==> src/rtl/mem_port_arbiter_pkg.sv <==
// Shared definitions for the main-memory port arbiter: default widths,
// requester ids and the transaction state encoding.
package mem_port_arbiter_pkg;

  localparam int ADDR_W_DEF = 28;
  localparam int DATA_W_DEF = 128;
  localparam int TAG_W_DEF  = 4;

  localparam logic PORT_I = 1'b0;
  localparam logic PORT_D = 1'b1;

  typedef enum logic [1:0] {
    ST_IDLE      = 2'd0,
    ST_CMD       = 2'd1,
    ST_WDATA     = 2'd2,
    ST_WAIT_RESP = 2'd3
  } arb_state_e;

endpackage

==> src/rtl/mem_port_arbiter_rr.sv <==
// Two-input round-robin grant: a lone requester always wins, and on a tie
// the requester that was not granted last wins.
module rr_arbiter2
  import mem_port_arbiter_pkg::*;
(
  input  logic       clk,
  input  logic       reset_n,
  input  logic       i_grant_en,
  input  logic [1:0] i_req,
  output logic [1:0] o_grant,
  output logic       o_winner
);

  logic r_last;
  logic w_winner;
  logic w_any;

  // Winner selection and enable-gated one-hot grant.
  always_comb begin
    w_any = |i_req;
    if (i_req == 2'b11) begin
      w_winner = ~r_last;
    end else if (i_req[1]) begin
      w_winner = PORT_D;
    end else begin
      w_winner = PORT_I;
    end
    if (i_grant_en && w_any) begin
      o_grant = (w_winner == PORT_D) ? 2'b10 : 2'b01;
    end else begin
      o_grant = 2'b00;
    end
    o_winner = w_winner;
  end

  // Last-grant memory; starts at D so that I wins the first tie.
  always_ff @(posedge clk or negedge reset_n) begin
    if (!reset_n) begin
      r_last <= PORT_D;
    end else if (i_grant_en && w_any) begin
      r_last <= w_winner;
    end else begin
      r_last <= r_last;
    end
  end

endmodule

==> src/rtl/mem_port_arbiter.sv <==
// Shares the single main-memory port between the I-cache refill and the
// D-cache refill/writeback paths, one transaction at a time.
module mem_port_arbiter
  import mem_port_arbiter_pkg::*;
#(
  parameter int ADDR_W = ADDR_W_DEF,
  parameter int DATA_W = DATA_W_DEF,
  parameter int TAG_W  = TAG_W_DEF
) (
  input  logic                clk,
  input  logic                reset_n,
  input  logic                i_req_valid,
  output logic                i_req_ready,
  input  logic [ADDR_W-1:0]   i_req_addr,
  output logic                i_resp_valid,
  output logic [DATA_W-1:0]   i_resp_data,
  input  logic                d_req_valid,
  output logic                d_req_ready,
  input  logic                d_req_rw,
  input  logic [ADDR_W-1:0]   d_req_addr,
  input  logic [DATA_W-1:0]   d_req_wdata,
  input  logic [DATA_W/8-1:0] d_req_wmask,
  output logic                d_resp_valid,
  output logic [DATA_W-1:0]   d_resp_data,
  output logic                mem_req_valid,
  input  logic                mem_req_ready,
  output logic                mem_req_rw,
  output logic [ADDR_W-1:0]   mem_req_addr,
  output logic [TAG_W-1:0]    mem_req_tag,
  output logic                mem_req_data_valid,
  input  logic                mem_req_data_ready,
  output logic [DATA_W-1:0]   mem_req_data_bits,
  output logic [DATA_W/8-1:0] mem_req_data_mask,
  input  logic                mem_resp_valid,
  input  logic [TAG_W-1:0]    mem_resp_tag,
  input  logic [DATA_W-1:0]   mem_resp_data
);

  localparam int MASK_W = DATA_W / 8;

  arb_state_e          r_state;
  logic                r_port;
  logic                r_rw;
  logic [ADDR_W-1:0]   r_addr;
  logic [DATA_W-1:0]   r_wdata;
  logic [MASK_W-1:0]   r_wmask;
  logic                r_mem_req_valid;
  logic                r_mem_data_valid;
  logic                r_i_resp_valid;
  logic                r_d_resp_valid;
  logic [DATA_W-1:0]   r_i_resp_data;
  logic [DATA_W-1:0]   r_d_resp_data;

  logic [1:0]          w_grant;
  logic                w_winner;
  logic                w_grant_en;
  logic                w_hs;
  logic [TAG_W-1:0]    w_tag;
  logic                w_tag_hit;

  // Readies are only ever offered in IDLE and are forced low while in reset.
  assign w_grant_en = (r_state == ST_IDLE) && reset_n;
  assign w_hs       = |w_grant;
  assign w_tag      = {{(TAG_W-1){1'b0}}, r_port};
  assign w_tag_hit  = mem_resp_valid && (mem_resp_tag == w_tag);

  rr_arbiter2 u_rr (
    .clk        (clk),
    .reset_n    (reset_n),
    .i_grant_en (w_grant_en),
    .i_req      ({d_req_valid, i_req_valid}),
    .o_grant    (w_grant),
    .o_winner   (w_winner)
  );

  assign i_req_ready        = w_grant[0];
  assign d_req_ready        = w_grant[1];
  assign mem_req_valid      = r_mem_req_valid;
  assign mem_req_rw         = r_rw;
  assign mem_req_addr       = r_addr;
  assign mem_req_tag        = w_tag;
  assign mem_req_data_valid = r_mem_data_valid;
  assign mem_req_data_bits  = r_wdata;
  assign mem_req_data_mask  = r_wmask;
  assign i_resp_valid       = r_i_resp_valid;
  assign i_resp_data        = r_i_resp_data;
  assign d_resp_valid       = r_d_resp_valid;
  assign d_resp_data        = r_d_resp_data;

  // Transaction FSM with all downstream and response outputs registered.
  always_ff @(posedge clk or negedge reset_n) begin
    if (!reset_n) begin
      r_state          <= ST_IDLE;
      r_port           <= PORT_I;
      r_rw             <= 1'b0;
      r_addr           <= {ADDR_W{1'b0}};
      r_wdata          <= {DATA_W{1'b0}};
      r_wmask          <= {MASK_W{1'b0}};
      r_mem_req_valid  <= 1'b0;
      r_mem_data_valid <= 1'b0;
      r_i_resp_valid   <= 1'b0;
      r_d_resp_valid   <= 1'b0;
      r_i_resp_data    <= {DATA_W{1'b0}};
      r_d_resp_data    <= {DATA_W{1'b0}};
    end else begin
      r_i_resp_valid <= 1'b0;
      r_d_resp_valid <= 1'b0;
      case (r_state)
        ST_IDLE: begin
          if (w_hs) begin
            r_port          <= w_winner;
            r_mem_req_valid <= 1'b1;
            r_state         <= ST_CMD;
            if (w_winner == PORT_D) begin
              r_rw    <= d_req_rw;
              r_addr  <= d_req_addr;
              r_wdata <= d_req_wdata;
              r_wmask <= d_req_wmask;
            end else begin
              r_rw    <= 1'b0;
              r_addr  <= i_req_addr;
              r_wdata <= {DATA_W{1'b0}};
              r_wmask <= {MASK_W{1'b0}};
            end
          end else begin
            r_state <= ST_IDLE;
          end
        end
        ST_CMD: begin
          if (mem_req_ready) begin
            r_mem_req_valid <= 1'b0;
            if (r_rw) begin
              r_mem_data_valid <= 1'b1;
              r_state          <= ST_WDATA;
            end else begin
              r_state <= ST_WAIT_RESP;
            end
          end else begin
            r_state <= ST_CMD;
          end
        end
        ST_WDATA: begin
          if (mem_req_data_ready) begin
            r_mem_data_valid <= 1'b0;
            r_state          <= ST_IDLE;
          end else begin
            r_state <= ST_WDATA;
          end
        end
        ST_WAIT_RESP: begin
          // Responses carrying another tag are not ours; keep waiting.
          if (w_tag_hit) begin
            if (r_port == PORT_D) begin
              r_d_resp_valid <= 1'b1;
              r_d_resp_data  <= mem_resp_data;
            end else begin
              r_i_resp_valid <= 1'b1;
              r_i_resp_data  <= mem_resp_data;
            end
            r_state <= ST_IDLE;
          end else begin
            r_state <= ST_WAIT_RESP;
          end
        end
        default: begin
          r_mem_req_valid  <= 1'b0;
          r_mem_data_valid <= 1'b0;
          r_state          <= ST_IDLE;
        end
      endcase
    end
  end

endmodule
==> config.mk <==
export PLATFORM = sky130hd
export DESIGN_NAME = mem_port_arbiter
export DESIGN_NICKNAME = d
export VERILOG_FILES = /design/src/rtl/mem_port_arbiter_pkg.sv /design/src/rtl/mem_port_arbiter_rr.sv /design/src/rtl/mem_port_arbiter.sv
export SDC_FILE = /design/constraint.sdc
export NUM_CORES = 1
export LEC_CHECK = 0
export ABC_AREA = 1
export CORE_AREA = 4 4 305 307
export CTS_BUF_LIST = sky130_fd_sc_hd__clkbuf_2
export CTS_CLUSTER_DIAMETER = 60
export DETAILED_ROUTE_END_ITERATION = 10
export DIE_AREA = 0 0 309 311
export HOLD_SLACK_MARGIN = 0.02
export PLACE_DENSITY_LB_ADDON = 0.05
export SYNTH_ARGS = -nofsm -noshare
export SYNTH_HDL_FRONTEND = slang
export SYNTH_SLANG_ARGS = --single-unit
==> constraint.sdc <==
create_clock -name clk -period 3.35 [get_ports clk]
set_input_delay 0.335 -clock clk [delete_from_list [all_inputs] [get_ports clk]]
set_output_delay 0.335 -clock clk [all_outputs]
set_load 0.01 [all_outputs]
# --- After elaboration in Yosys (flattened, before gate mapping) ---
# Index checks and enable logic that the tools add are counted.
totals:
  word_cells: 64
  register_bits: 437
  inputBits: 340
  output_inout_bits: 439
op_classes:
  reduce_logical: 13
  eq_ne: 9
  muxes: 27
  bitwise_logic: 2
ops:
  columns: ["operator", "n"]
  rows:
  - ["$mux 128", 1]
  - ["$mux 28", 1]
  - ["$mux 1", 16]
  - ["$mux 16", 1]
  - ["$mux 2", 5]
  - ["$reduce_and 3->1", 3]
  - ["$ne 2x2->1 const B", 4]
  - ["$pmux 2 s4", 1]
  - ["$eq 2x2->1 const B", 3]
  - ["$eq 4x1->1", 1]
  - ["$pmux 1 s2", 2]
  - ["$reduce_and 4->1", 1]
  - ["$reduce_bool 2->1", 2]
  - ["$reduce_or 2->1", 2]
  - ["$logic_and 1x1->1", 3]
  - ["$eq 2x1->1 const B", 1]
  - ["$logic_not 2->1", 1]
  - ["$not 1->1", 2]
  - ["$reduce_and 2->1", 1]

# --- Depth between registers and ports, before layout ---
logic_depth:
  word_depth: 7
  ltp_mapped: 9
  ltp_nobuf: 7

# --- Cells and area by module ---
# From an unflattened synthesis, not the netlist that was laid out.
unflattened:
  cells_unflattened: 2012
  hier_area_um2: 17526.8
by_module_without_submodules:
  columns: ["mod", "seq_area_each_um2", "instances", "area_per_inst_um2", "cells_per_inst"]
  rows:
  - ["mem_port_arbiter", 10910.5, 1, 17458.0, 2002]
  - ["rr_arbiter2", 26.3, 1, 68.8, 10]

# --- Worst setup path before layout ---
# No wires, ideal clock.
synth_path:
  path_type: "flip-flop to output port"
  startpoint: "register u_rr.r_last"
  endpoint: "output port i_req_ready"
  n_path_buf: 1
  path_slack_ns: 1.900
  arrival_time_ns: 1.115
  path_stages_with_launch: 6
  path_cell_list: "dfstp_2 nand2_1 nand2_1 clkbuf_1 inv_1 nor2_1"
synth_between:
  elab_chain_cells: 4
synth_rtl:
  columns: ["element", "line", "source"]
  rows:
  - ["start: declaration", "mem_port_arbiter_rr.sv:14", "logic r_last;"]
  - ["start signal: assignment", "mem_port_arbiter_rr.sv:41", "r_last <= w_winner;"]
  - ["start signal: assignment", "mem_port_arbiter_rr.sv:43", "r_last <= r_last;"]
  - ["$not 1->1", "mem_port_arbiter_rr.sv:22", "w_winner = ~r_last;"]
  - ["$mux 1", "mem_port_arbiter_rr.sv:21", "if (i_req == 2'b11) begin"]
  - ["$mux 2", "mem_port_arbiter_rr.sv:29", "o_grant = (w_winner == PORT_D) ? 2'b10 : 2'b01;"]
  - ["$mux 2", "mem_port_arbiter_rr.sv:28", "if (i_grant_en && w_any) begin"]
  - ["end: declaration", "mem_port_arbiter.sv:13", "output logic i_req_ready,"]
# Every way passes these cells.

# --- Worst setup path after layout ---
layout_path:
  startpoint: "input port mem_resp_valid"
  endpoint: "register r_d_resp_data[78] (netlist: d_resp_data[78])"
layout_between:
  elab_chain_cells: 2
layout_rtl:
  columns: ["element", "line", "source"]
  rows:
  - ["start: declaration", "mem_port_arbiter.sv:34", "input logic mem_resp_valid,"]
  - ["$logic_and 1x1->1", "mem_port_arbiter.sv:65", "assign w_tag_hit = mem_resp_valid && (mem_resp_tag == w_tag);"]
  - ["$reduce_and 3->1 (no source line)", null, null]
  - ["end signal: assignment", "mem_port_arbiter.sv:104", "r_d_resp_data <= {DATA_W{1'b0}};"]
  - ["end signal: assignment", "mem_port_arbiter.sv:155", "r_d_resp_data <= mem_resp_data;"]
  - ["end: declaration", "mem_port_arbiter.sv:52", "logic [DATA_W-1:0] r_d_resp_data;"]
# Every way passes these cells.
# A chain may end at the register's enable or synchronous reset.

==> run metrics <==
Critical path origin mem_resp_valid; Reg2Reg Capture Point mem_req_addr[14]$_DFFE_PN0P_; Total Power 21.6 mW; total grt overflow 0; # nets final 4,247; All-Layer GR Usage 0.189; DR WL/cell 17.7 µm; startpoint types primary input; DIE AREA 96,100 µm²; CP arrival 4.34 ns; Via density 3.99; router iterations before antenna repair 5; synthesized flop and latch total 437; worst slew pin tran 1.04 ns; critical-path maximum fanout 67; Leak Pwr 18.1 nW; post-synthesis instance total 2,379; crit path kind primary input to register; number of global-route vias before repair 22,222; Routed Antenna Nets 0; clock sinks 437; CTS tree yes; I/O pin total 779; Post-DP HPWL 62,100 µm; total of max-cap violations 0; maximum VDD drop 0.000359 V; Die Y 311 µm; PD cells 599 nW/µm²; core area 90,000 µm²; Row Count 110; # setup viols final 0; Clk pin slew, worst setup/hold paths 0.07 ns; area grow syn2layout 92.2%; Post-Place Cell Area 27,700 µm²; clk_lat worst skew 1.30 ns; Synth cell types 15; HP Start d_req_valid; Die W 309 µm; status complete, no violations; commonest non-fill, non-tap cells in the layout 1,084 x nand2_1, 772 x clkdlybuf4s50_1, 717 x dlygate4sd3_1; # H-tree levels 4; first-pass GRT wire length 138,000 µm; mean area per synthesized cell 7.89 µm²; post-route minimum period 3.22 ns; required time worst endpoint 4.47 ns; worst min path class primary input to register; CTS max path bufs 3; crit end category register; Placer Congestion 0.789; Slew headroom 0.306; post-CTS setup buffer count 0; max-slew violation count 0; Mapped Area 18,800 µm²; RSZ-0062 raised after global routing no; register area share after synthesis 0.583; filler instances 9,367; Total Wirelength 91,800 µm; initial core utilization 0.209; DRC violations left 0; r2r setup slk 0.17 ns; Via Count 20,656; Final Skew 0.0958 ns; Root Driver clkbuf_2; most common cell after layout, fill and taps aside nand2_1; largest net degree at the start of global routing 148; initial drt markers 859; Final Instance Area 36,100 µm²; R2R Path Start u_rr.r_last$_DFFE_PN1N_; worst setup path end d_resp_data[78]$_DFFE_PN0P_; final worst-path cycle share 0.961; Final Hold Fails 0; FMAX 311 MHz; initial antenna violation count 17; setup TNS 0 ns; worst-case reg-to-reg path depth 9; layout cells sized above 1 0.0604; number of CTS-inserted buffers 140; yosys warns 0; Port Buffers 775
-- cell type report --
type / instances / area (µm²) / area share
timing repair buffer: 1515 / 15200 / 0.423
clock buffer: 201 / 1010 / 0.0279
clock inverter: 22 / 163 / 0.00451
antenna: 12 / 30.0 / 0.000832
tap: 1176 / 1470 / 0.0408
inverter: 428 / 1610 / 0.0445
sequential: 437 / 10900 / 0.303
multi-input combinational: 1385 / 5620 / 0.156
-- worst min path at each step --
stage	end	depth (start not counted)
after floorplan	d_resp_data[0]$_DFFE_PN0P_	0
after global placement	i_resp_data[114]$_DFFE_PN0P_	1
after detailed placement	i_resp_data[114]$_DFFE_PN0P_	1
after CTS	mem_req_data_bits[3]$_DFFE_PN0P_	6
after global routing	i_resp_data[67]$_DFFE_PN0P_	4
final	u_rr.r_last$_DFFE_PN1N_	6
-- sequential cells by signal (all words and copies together), names as in the netlist --
name,count
d_resp_data,128
i_resp_data,128
mem_req_data_bits,128
mem_req_addr,28
mem_req_data_mask,16
r_state,2
d_resp_valid,1
i_resp_valid,1
mem_req_data_valid,1
mem_req_rw,1
mem_req_valid,1
r_port,1
u_rr.r_last,1
-- metrics by stage --
step                instances  worst slack (ns)   util  hold slack (ns)
floorplan                2381              1.90      -           0.0394
global placement         4223             0.749  0.308            0.247
detailed placement       4223             0.721  0.308            0.244
CTS                      5164            0.0846  0.401           0.0202
global route             5170            0.0121  0.401           0.0900
finish                   5176             0.131  0.401            0.260
-- report_power, final --
part	switching (mW)	leakage (nW)	internal [mW]
Combinational	4.34	11.9	4.88
Clock	2.52	0.918	1.80
Sequential	1.05	5.27	7.03
-- timing repair --
action	in CTS	in global routing
hold buffers	718	0
hold endpoints to repair	873	0
setup endpoints to repair	2	0
gates resized for setup	2	0
-- synthesized netlist by cell type --
cell type,instances,area share
buf_2,92,0.025
buf_4,15,0.0060
clkbuf_1,24,0.0048
conb_1,1,0.00020
dfrtp_1,436,0.58
dfstp_2,1,0.0014
inv_1,427,0.085
inv_2,1,0.00020
nand2_1,1086,0.22
nand3_1,256,0.068
nand3_2,1,0.00053
nor2_1,6,0.0012
nor2_2,2,0.00067
o21ai_0,30,0.0080
o31ai_1,1,0.00040
-- cell families (layout without fill, tap and decap cells) --
kind of cell | after synthesis | in the layout | share of synthesized area
and+or+nand+nor | 1351 | 1351 | 0.288
AOI/OAI and AO/OA | 31 | 31 | 0.00840
buffers and inverters | 559 | 2166 | 0.121
other | 1 | 15 | 0.000200
DFF | 437 | 437 | 0.583
-- per-layer routing --
layer	routed length [µm]	vias to the layer above	global-route usage	part of all wire
met5	61	-	0	0.00066
met4	3480	12	0.0790	0.038
met3	7200	182	0.0687	0.078
met2	44800	664	0.325	0.49
met1	36300	9696	0.211	0.40
li1	-	10102	-	-
-- worst max-delay path, cell delays in order --
cell             delay [ns]
dlygate4sd3_1          0.53
clkdlybuf4s50_1        0.48
nand2_1                0.05
dlygate4sd3_1          0.59
nor2_4                 0.30
dlygate4sd3_1          0.86
buf_12                 0.37
buf_4                  0.49
nand3_1                0.12
nand2_1                0.10
inv_1                  0.04
No activity file was read; power rests on OpenSTA's default activity.
